$ cat src/rtl/quad_input_conditioner.sv
// Quadrature input conditioner.
// Synchronises the raw A/B/Z encoder pins and debounces them: a new level is
// accepted only after it has persisted for FILTER_LEN cycles. It flags single-bit
// (STEP) and double-bit (ILLEGAL) changes of the filtered A/B pair and keeps a
// saturating count of illegal transitions for firmware health monitoring.
module quad_input_conditioner #(
    parameter int SYNC_STAGES = 2,
    parameter int FILTER_LEN  = 8,
    parameter int ERR_W       = 16
) (
    input  logic             CLK,
    input  logic             RESET,
    input  logic             A_IN,
    input  logic             B_IN,
    input  logic             Z_IN,
    input  logic             ENABLE,
    input  logic             CLR_ERR,
    output logic             A_OUT,
    output logic             B_OUT,
    output logic             Z_OUT,
    output logic             STEP,
    output logic             ILLEGAL,
    output logic [ERR_W-1:0] ERR_COUNT,
    output logic             ERR_FLAG
);

    // Counter widths. FILTER_LEN=1 still gets a 1-bit counter that never leaves 0.
    localparam int CNT_W    = (FILTER_LEN > 1) ? $clog2(FILTER_LEN) : 1;
    localparam int INIT_LEN = SYNC_STAGES + FILTER_LEN;
    localparam int INIT_W   = $clog2(INIT_LEN + 1);

    localparam logic [CNT_W-1:0]  CNT_ZERO  = {CNT_W{1'b0}};
    localparam logic [CNT_W-1:0]  CNT_LAST  = CNT_W'(FILTER_LEN - 1);
    localparam logic [INIT_W-1:0] INIT_ZERO = {INIT_W{1'b0}};
    localparam logic [INIT_W-1:0] INIT_LAST = INIT_W'(INIT_LEN - 1);

    typedef enum logic [1:0] {
        ST_INIT = 2'd0,
        ST_RUN  = 2'd1,
        ST_HOLD = 2'd2
    } state_t;

    // Channel bit order everywhere: [2]=A, [1]=B, [0]=Z.
    logic [2:0]       sync_r [SYNC_STAGES];
    logic [2:0]       sync_s;
    logic [CNT_W-1:0] cnt_r [3];
    logic [CNT_W-1:0] filt_cnt_s [3];
    logic [2:0]       filt_out_s;
    logic [2:0]       out_r;
    logic [1:0]       prev_r;
    logic [1:0]       ab_diff_s;
    logic             step_event_s;
    logic             illegal_event_s;
    logic             step_r;
    logic             illegal_r;
    logic [ERR_W-1:0] err_count_r;
    logic [ERR_W-1:0] err_count_s;
    logic             err_flag_r;
    logic             err_flag_s;
    logic [INIT_W-1:0] init_cnt_r;
    state_t           state_r;

    assign sync_s = sync_r[SYNC_STAGES-1];

    // Synchroniser chains run in every FSM state so levels are fresh on re-acquire.
    always_ff @(posedge CLK or posedge RESET) begin
        if (RESET) begin
            for (int i = 0; i < SYNC_STAGES; i++) begin
                sync_r[i] <= 3'b000;
            end
        end else begin
            sync_r[0] <= {A_IN, B_IN, Z_IN};
            for (int i = 1; i < SYNC_STAGES; i++) begin
                sync_r[i] <= sync_r[i-1];
            end
        end
    end

    // Per-channel persistence filter: count cycles the synchronised level differs from the output.
    always_comb begin
        filt_out_s = out_r;
        for (int c = 0; c < 3; c++) begin
            filt_cnt_s[c] = cnt_r[c];
            if (sync_s[c] == out_r[c]) begin
                filt_cnt_s[c] = CNT_ZERO;
            end else if (cnt_r[c] == CNT_LAST) begin
                filt_out_s[c] = sync_s[c];
                filt_cnt_s[c] = CNT_ZERO;
            end else begin
                filt_cnt_s[c] = cnt_r[c] + CNT_W'(1);
            end
        end
    end

    // Classify the last A/B change; only meaningful while running.
    always_comb begin
        ab_diff_s       = prev_r ^ out_r[2:1];
        step_event_s    = 1'b0;
        illegal_event_s = 1'b0;
        if (state_r == ST_RUN) begin
            step_event_s    = (ab_diff_s == 2'b01) || (ab_diff_s == 2'b10);
            illegal_event_s = (ab_diff_s == 2'b11);
        end else begin
            step_event_s    = 1'b0;
            illegal_event_s = 1'b0;
        end
    end

    // Next error counter/flag: an illegal event beats a simultaneous clear.
    always_comb begin
        err_count_s = err_count_r;
        err_flag_s  = err_flag_r;
        if (illegal_event_s) begin
            err_flag_s = 1'b1;
            if (CLR_ERR) begin
                err_count_s = ERR_W'(1);
            end else if (&err_count_r) begin
                err_count_s = err_count_r;
            end else begin
                err_count_s = err_count_r + ERR_W'(1);
            end
        end else if (CLR_ERR) begin
            err_count_s = {ERR_W{1'b0}};
            err_flag_s  = 1'b0;
        end else begin
            err_count_s = err_count_r;
            err_flag_s  = err_flag_r;
        end
    end

    // Control FSM: acquire pin levels (INIT), filter (RUN), or freeze outputs (HOLD).
    always_ff @(posedge CLK or posedge RESET) begin
        if (RESET) begin
            state_r    <= ST_INIT;
            init_cnt_r <= INIT_ZERO;
            out_r      <= 3'b000;
            step_r     <= 1'b0;
            illegal_r  <= 1'b0;
            for (int c = 0; c < 3; c++) begin
                cnt_r[c] <= CNT_ZERO;
            end
        end else begin
            case (state_r)
                ST_INIT: begin
                    out_r     <= sync_s;
                    step_r    <= 1'b0;
                    illegal_r <= 1'b0;
                    for (int c = 0; c < 3; c++) begin
                        cnt_r[c] <= CNT_ZERO;
                    end
                    if (!ENABLE) begin
                        state_r    <= ST_HOLD;
                        init_cnt_r <= INIT_ZERO;
                    end else if (init_cnt_r == INIT_LAST) begin
                        state_r    <= ST_RUN;
                        init_cnt_r <= INIT_ZERO;
                    end else begin
                        init_cnt_r <= init_cnt_r + INIT_W'(1);
                    end
                end
                ST_RUN: begin
                    out_r     <= filt_out_s;
                    step_r    <= step_event_s;
                    illegal_r <= illegal_event_s;
                    for (int c = 0; c < 3; c++) begin
                        cnt_r[c] <= filt_cnt_s[c];
                    end
                    if (!ENABLE) begin
                        state_r <= ST_HOLD;
                    end else begin
                        state_r <= ST_RUN;
                    end
                end
                ST_HOLD: begin
                    step_r    <= 1'b0;
                    illegal_r <= 1'b0;
                    for (int c = 0; c < 3; c++) begin
                        cnt_r[c] <= CNT_ZERO;
                    end
                    if (ENABLE) begin
                        state_r    <= ST_INIT;
                        init_cnt_r <= INIT_ZERO;
                    end else begin
                        state_r <= ST_HOLD;
                    end
                end
                default: begin
                    state_r    <= ST_INIT;
                    init_cnt_r <= INIT_ZERO;
                    out_r      <= 3'b000;
                    step_r     <= 1'b0;
                    illegal_r  <= 1'b0;
                    for (int c = 0; c < 3; c++) begin
                        cnt_r[c] <= CNT_ZERO;
                    end
                end
            endcase
        end
    end

    // Previous A/B tracks the outputs in every state so leaving INIT/HOLD raises no event.
    always_ff @(posedge CLK or posedge RESET) begin
        if (RESET) begin
            prev_r <= 2'b00;
        end else begin
            prev_r <= out_r[2:1];
        end
    end

    // Saturating illegal-transition counter and sticky flag.
    always_ff @(posedge CLK or posedge RESET) begin
        if (RESET) begin
            err_count_r <= {ERR_W{1'b0}};
            err_flag_r  <= 1'b0;
        end else begin
            err_count_r <= err_count_s;
            err_flag_r  <= err_flag_s;
        end
    end

    assign A_OUT     = out_r[2];
    assign B_OUT     = out_r[1];
    assign Z_OUT     = out_r[0];
    assign STEP      = step_r;
    assign ILLEGAL   = illegal_r;
    assign ERR_COUNT = err_count_r;
    assign ERR_FLAG  = err_flag_r;

endmodule

$ cat config.mk
export PLATFORM = sky130hd
export DESIGN_NAME = quad_input_conditioner
export DESIGN_NICKNAME = d
export VERILOG_FILES = /design/src/rtl/quad_input_conditioner.sv
export SDC_FILE = /design/constraint.sdc
export NUM_CORES = 1
export LEC_CHECK = 0
export ABC_AREA = 0
export ABC_CLOCK_PERIOD_IN_PS = 3300
export CORE_UTILIZATION = 58
export DETAILED_ROUTE_END_ITERATION = 8
export PLACE_DENSITY = 0.85
export SYNTH_ARGS = -nofsm -noshare
export SYNTH_HDL_FRONTEND = slang
export SYNTH_SLANG_ARGS = --single-unit
$ cat constraint.sdc
create_clock -name CLK -period 3.3 [get_ports CLK]
set_clock_uncertainty 0.05 [all_clocks]
set_input_delay 0.66 -clock CLK [delete_from_list [all_inputs] [get_ports CLK]]
set_output_delay 0.66 -clock CLK [all_outputs]
set_load 0.02 [all_outputs]
==> flow_results.org <==
** Clocking
- Clock sink total :: 45
- The longest clock path from root to sink contains 2 buffers.
- Clock-pin slew was measured on the worst setup and hold paths at roughly 0.080 ns.
- Buffers inserted during clock tree synthesis total 5.
- Cts repair resizes :: 0
- Postcts setup bufs :: 0
- CTS tree :: done
- Root Buffer Master :: sky130_fd_sc_hd__clkbuf_8
- The clock reaches the later pin of the worst-skew pair after 0.29 ns.
- Number of H-tree levels :: 2
- In this run, post-CTS hold repair placed 0 buffers.

** Setup path
- Cells on worst reg2reg path :: 7
- The worst setup path is captured at a flip-flop.
- Cell-by-cell trace of the critical path :: xor2_1 > ha_1 > nand3b_4 > clkinv_2 > nand3_2 > or4_1 > o311a_1
- Slowest stage cell on the critical path :: sky130_fd_sc_hd__or4_1
- Data arrival, critical path :: roughly 2.4 ns
- Maximum fanout along the worst path :: 7
- The worst register-to-register path begins at out_r[2].
- Worst stage delay on the critical path :: ~0.49 ns
- Worst Path Class, Setup :: reg2reg
- Minimum setup slack among reg-to-reg paths :: just over 1 ns
- Startpoint Class :: flip-flop
- STA puts the critical path data required time at between 3 and 4 ns.
- Reg-to-reg endpoint :: ERR_COUNT[15]

** Min path
- Number of instances on the worst hold path :: 0
- The startpoint identified for the worst hold timing path is sync_r[4].
- Worst hold path class :: reg2reg
- End of the worst hold path :: sync_s[1]

** Placed design
- The congestion estimate from routability-driven global placement came to 0.827.
- I/O Buffers :: 28
- Prior to clock tree synthesis, the placed netlist has a worst setup slack of around 0.81 ns.
- Post-detailed-placement cell area :: ~2500 sq um
- The HPWL after detailed placement is around 2900 microns.

** Yosys
- Warnings from Yosys :: 0
- Counting flops and latches in the post-synthesis netlist gives between 40 and 50.
- Counting flops with a built-in enable in the synthesized netlist gives 0.
- Dividing the synthesized area by the synthesized cell count gives between 10 and 15 sq um.
- Async set-reset flop share out of synthesis :: 1.00
- In the synthesized netlist the dominant register cell turns out to be sky130_fd_sc_hd__dfrtp_1.
- Of the synthesized area, sequential elements account for 0.528.
- Count of unique library cells instantiated by Yosys :: 48
- After technology mapping, the gate count stands at roughly 190.
- Counting every net in the synthesized netlist gives 209.
- The cell area that synthesis handed to floorplanning was about 2100 sq um.

** Timing
- Min Tclk post-route :: about 2.3 ns
- Pin slew with the least headroom to its limit :: ~0.60 ns
- The count of endpoints failing hold in the final timing report came to 0.
- Of the available clock period, the critical path in the final layout requires 0.691.
- Peak clock frequency supported by timing :: ~440 MHz
- Setup repair after global routing left no endpoint under its margin.
- Setup slack of the critical path after layout :: 1.02 ns
- The worst pin sits at a relative slew slack of 0.598.
- Setup tns final :: 0 ns
- Hold is met by 0.303 ns.
- Setup violations remaining at the end of the flow were counted as 0.
- The final-report max-slew violation count is 0.

** Detailed routing
- Wire length on met3 :: 133 microns
- Sum of met2 wire segment lengths after detailed routing :: ~2100 microns
- First-pass DRT Iterations :: 4
- Highest signal layer in the routed design :: met4
- Routed WL :: approximately 4000 microns
- Using the TritonRoute via totals, the vias-per-cell ratio works out to about 5.9.
- In the final routing, the length of wire on met1 measures about 1700 microns.
- The routed layout has 1,603 vias.
- Number of nets still failing antenna checks after routing :: 0
- Detailed Route Iter0 Violations :: between 100 and 150
- In the routed design, unresolved DRC markers number 0.
- Wire length per cell after detailed routing :: around 15 microns

** Floorplanning
- The initial utilization of the core area, before any placement, comes to 0.620.
- Measured along the y axis, the die boundary spans 62.7 microns.
- The floorplan step defined a die boundary enclosing around 3900 sq um.
- After floorplanning, the core was sized to cover 3440 sq um.
- Pin placement for this block handled 29 I/O pins.
- Placement row count :: 21
- The floorplan step set the die width to 62.7 microns.

** Global route
- Overall track demand over capacity in global routing :: 0.227
- The via count of the first global-routing pass was about 1,600.
- The initial antenna violation count is 0.
- Congestion Overflow GR :: 0
- First-pass GRT wire length :: approximately 7000 microns
- Maximum number of pins on one net before global-route repair :: 46

** Power
- Peak ir drop on the vdd network :: around 370 uV
- Switching power :: between 200 and 300 uW
- The share of total power dissipated in sequential elements is 0.545.
- Share of power burned in combinational logic :: 0.100
- Static Leak :: ~0.0012 uW
- Total power per unit cell area :: approximately 430 nW/um^2
- Switching Share :: 0.233
- Cell internal power dissipation :: 844 uW
- The share of total power dissipated in the clock network is 0.355.

** Layout
- Final standard cell utilization of the core :: 0.746
- N_diodes :: 0
- In the final design database the tool counted 241 nets.
- Of the cells placed in the final design, the portion with a size suffix greater than 1 is 0.0714.
- Layout Cell Area excl Fill :: around 2600 sq um
- Synthesis-to-layout area growth :: 20.3%

** Status
- Outcome :: completed

** Run
- Max-cap violations in this run came to 0.
## through the flow
step                total power, uW  cells
floorplan                       677    192
global placement                715    263
detailed placement              722    263
CTS                            1110    270
global route                   1150    270
finish                         1100    270
## power by group through the flow
stage	clock [uW]	sequential (uW)	combinational [uW]
2_1_floorplan	0	613	64.3
3_3_place_gp	0	608	106
3_5_place_dp	0	610	112
4_1_cts	397	599	112
5_1_grt	420	603	124
6_report	391	599	110
## Yosys cell counts (2+ instances only)
master | instances | area, sq um
sky130_fd_sc_hd__nor2_1 | 9 | 33.8
sky130_fd_sc_hd__nor2b_1 | 2 | 12.5
sky130_fd_sc_hd__o21ai_0 | 13 | 65.1
sky130_fd_sc_hd__inv_1 | 7 | 26.3
sky130_fd_sc_hd__ha_1 | 10 | 125
sky130_fd_sc_hd__nand3_1 | 9 | 45.0
sky130_fd_sc_hd__xor2_1 | 6 | 52.6
sky130_fd_sc_hd__nand2_1 | 11 | 41.3
sky130_fd_sc_hd__dfrtp_1 | 45 | 1130
sky130_fd_sc_hd__nor4_1 | 2 | 12.5
sky130_fd_sc_hd__a21oi_1 | 5 | 25.0
sky130_fd_sc_hd__nand4_1 | 3 | 18.8
sky130_fd_sc_hd__or4_1 | 2 | 15.0
sky130_fd_sc_hd__nor3_1 | 9 | 45.0
sky130_fd_sc_hd__and3_1 | 4 | 25.0
sky130_fd_sc_hd__mux2i_1 | 3 | 30.0
sky130_fd_sc_hd__nand4b_1 | 2 | 17.5
sky130_fd_sc_hd__nor3b_1 | 6 | 45.0
sky130_fd_sc_hd__o311ai_0 | 2 | 17.5
sky130_fd_sc_hd__xnor2_1 | 7 | 61.3
sky130_fd_sc_hd__o22ai_1 | 4 | 25.0
sky130_fd_sc_hd__clkbuf_1 | 3 | 11.3
sky130_fd_sc_hd__a21o_1 | 3 | 22.5
## cell families after synthesis
family | Yosys count | share of synthesized area
multiplexers | 3 | 0.0141
XOR/XNOR | 13 | 0.0533
adder cells (fa/ha/maj) | 10 | 0.0586
flip-flops | 45 | 0.528
buffers and inverters | 14 | 0.0275
AND/OR/NAND/NOR | 70 | 0.205
AO/OA/AOI/OAI | 37 | 0.114
## cells in the final DEF, fill, tap and decap left out, drive strengths merged, types with 2 or more instances in the layout
cell type / n
and3: 4
nand4: 4
nand2: 11
clkdlybuf4s50: 28
inv: 7
nand2b: 2
nor4: 2
nand3: 10
mux2i: 3
nor2: 9
a21oi: 5
xnor2: 7
clkbuf: 5
ha: 10
xor2: 6
o21ai: 14
nor3b: 6
o22ai: 4
dfrtp: 45
nor2b: 2
a21o: 3
nand4b: 3
or4: 2
nor3: 9
buf: 2
clkinv: 3
o311ai: 2
## worst max path at each step
stage | start | slack (ns) | to
finish | out_r[2] | 1.02 | ERR_COUNT[15]
global route | out_r[2] | 0.91 | ERR_COUNT[15]
CTS | out_r[2] | 1.01 | ERR_COUNT[15]
detailed placement | CLR_ERR | 0.81 | ERR_COUNT[1]
global placement | CLR_ERR | 0.88 | ERR_COUNT[1]
floorplan | out_r[1] | 1.15 | ERR_COUNT[15]
## per-layer routing
layer | vias up | GRT usage
li1 | 763 | -
met1 | 796 | 0.273
met2 | 38 | 0.402
met4 | 0 | 0.0698
met5 | - | 0
met3 | 6 | 0.0511
## final cells by class
type	instances	area, sq um
clock inverter	2	35.0
clock buffer	5	68.8
inverter	9	35.0
fill	234	875
multi-input combinational	133	950
tap	46	57.6
sequential	45	1130
timing repair buffer	30	295
## registers in the layout, indices dropped and copies added, names as in the netlist
name / count
ERR_COUNT: 16
ERR_FLAG: 1
ILLEGAL: 1
STEP: 1
cnt_r: 9
init_cnt_r: 4
out_r: 3
prev_r: 2
state_r: 2
sync_r: 3
sync_s: 3
## worst max-delay path: cells and delay by family, from the launching register on
| family | cells | cell delay [ns] |
|---|---|---|
| flip-flops | 1 | 0.46 |
| XOR/XNOR | 1 | 0.20 |
| AO/OA/AOI/OAI | 1 | 0.31 |
| adder cells (fa/ha/maj) | 1 | 0.25 |
| buffers and inverters | 1 | 0.14 |
| AND/OR/NAND/NOR | 3 | 0.75 |
No activity file was read; power rests on OpenSTA's default activity.
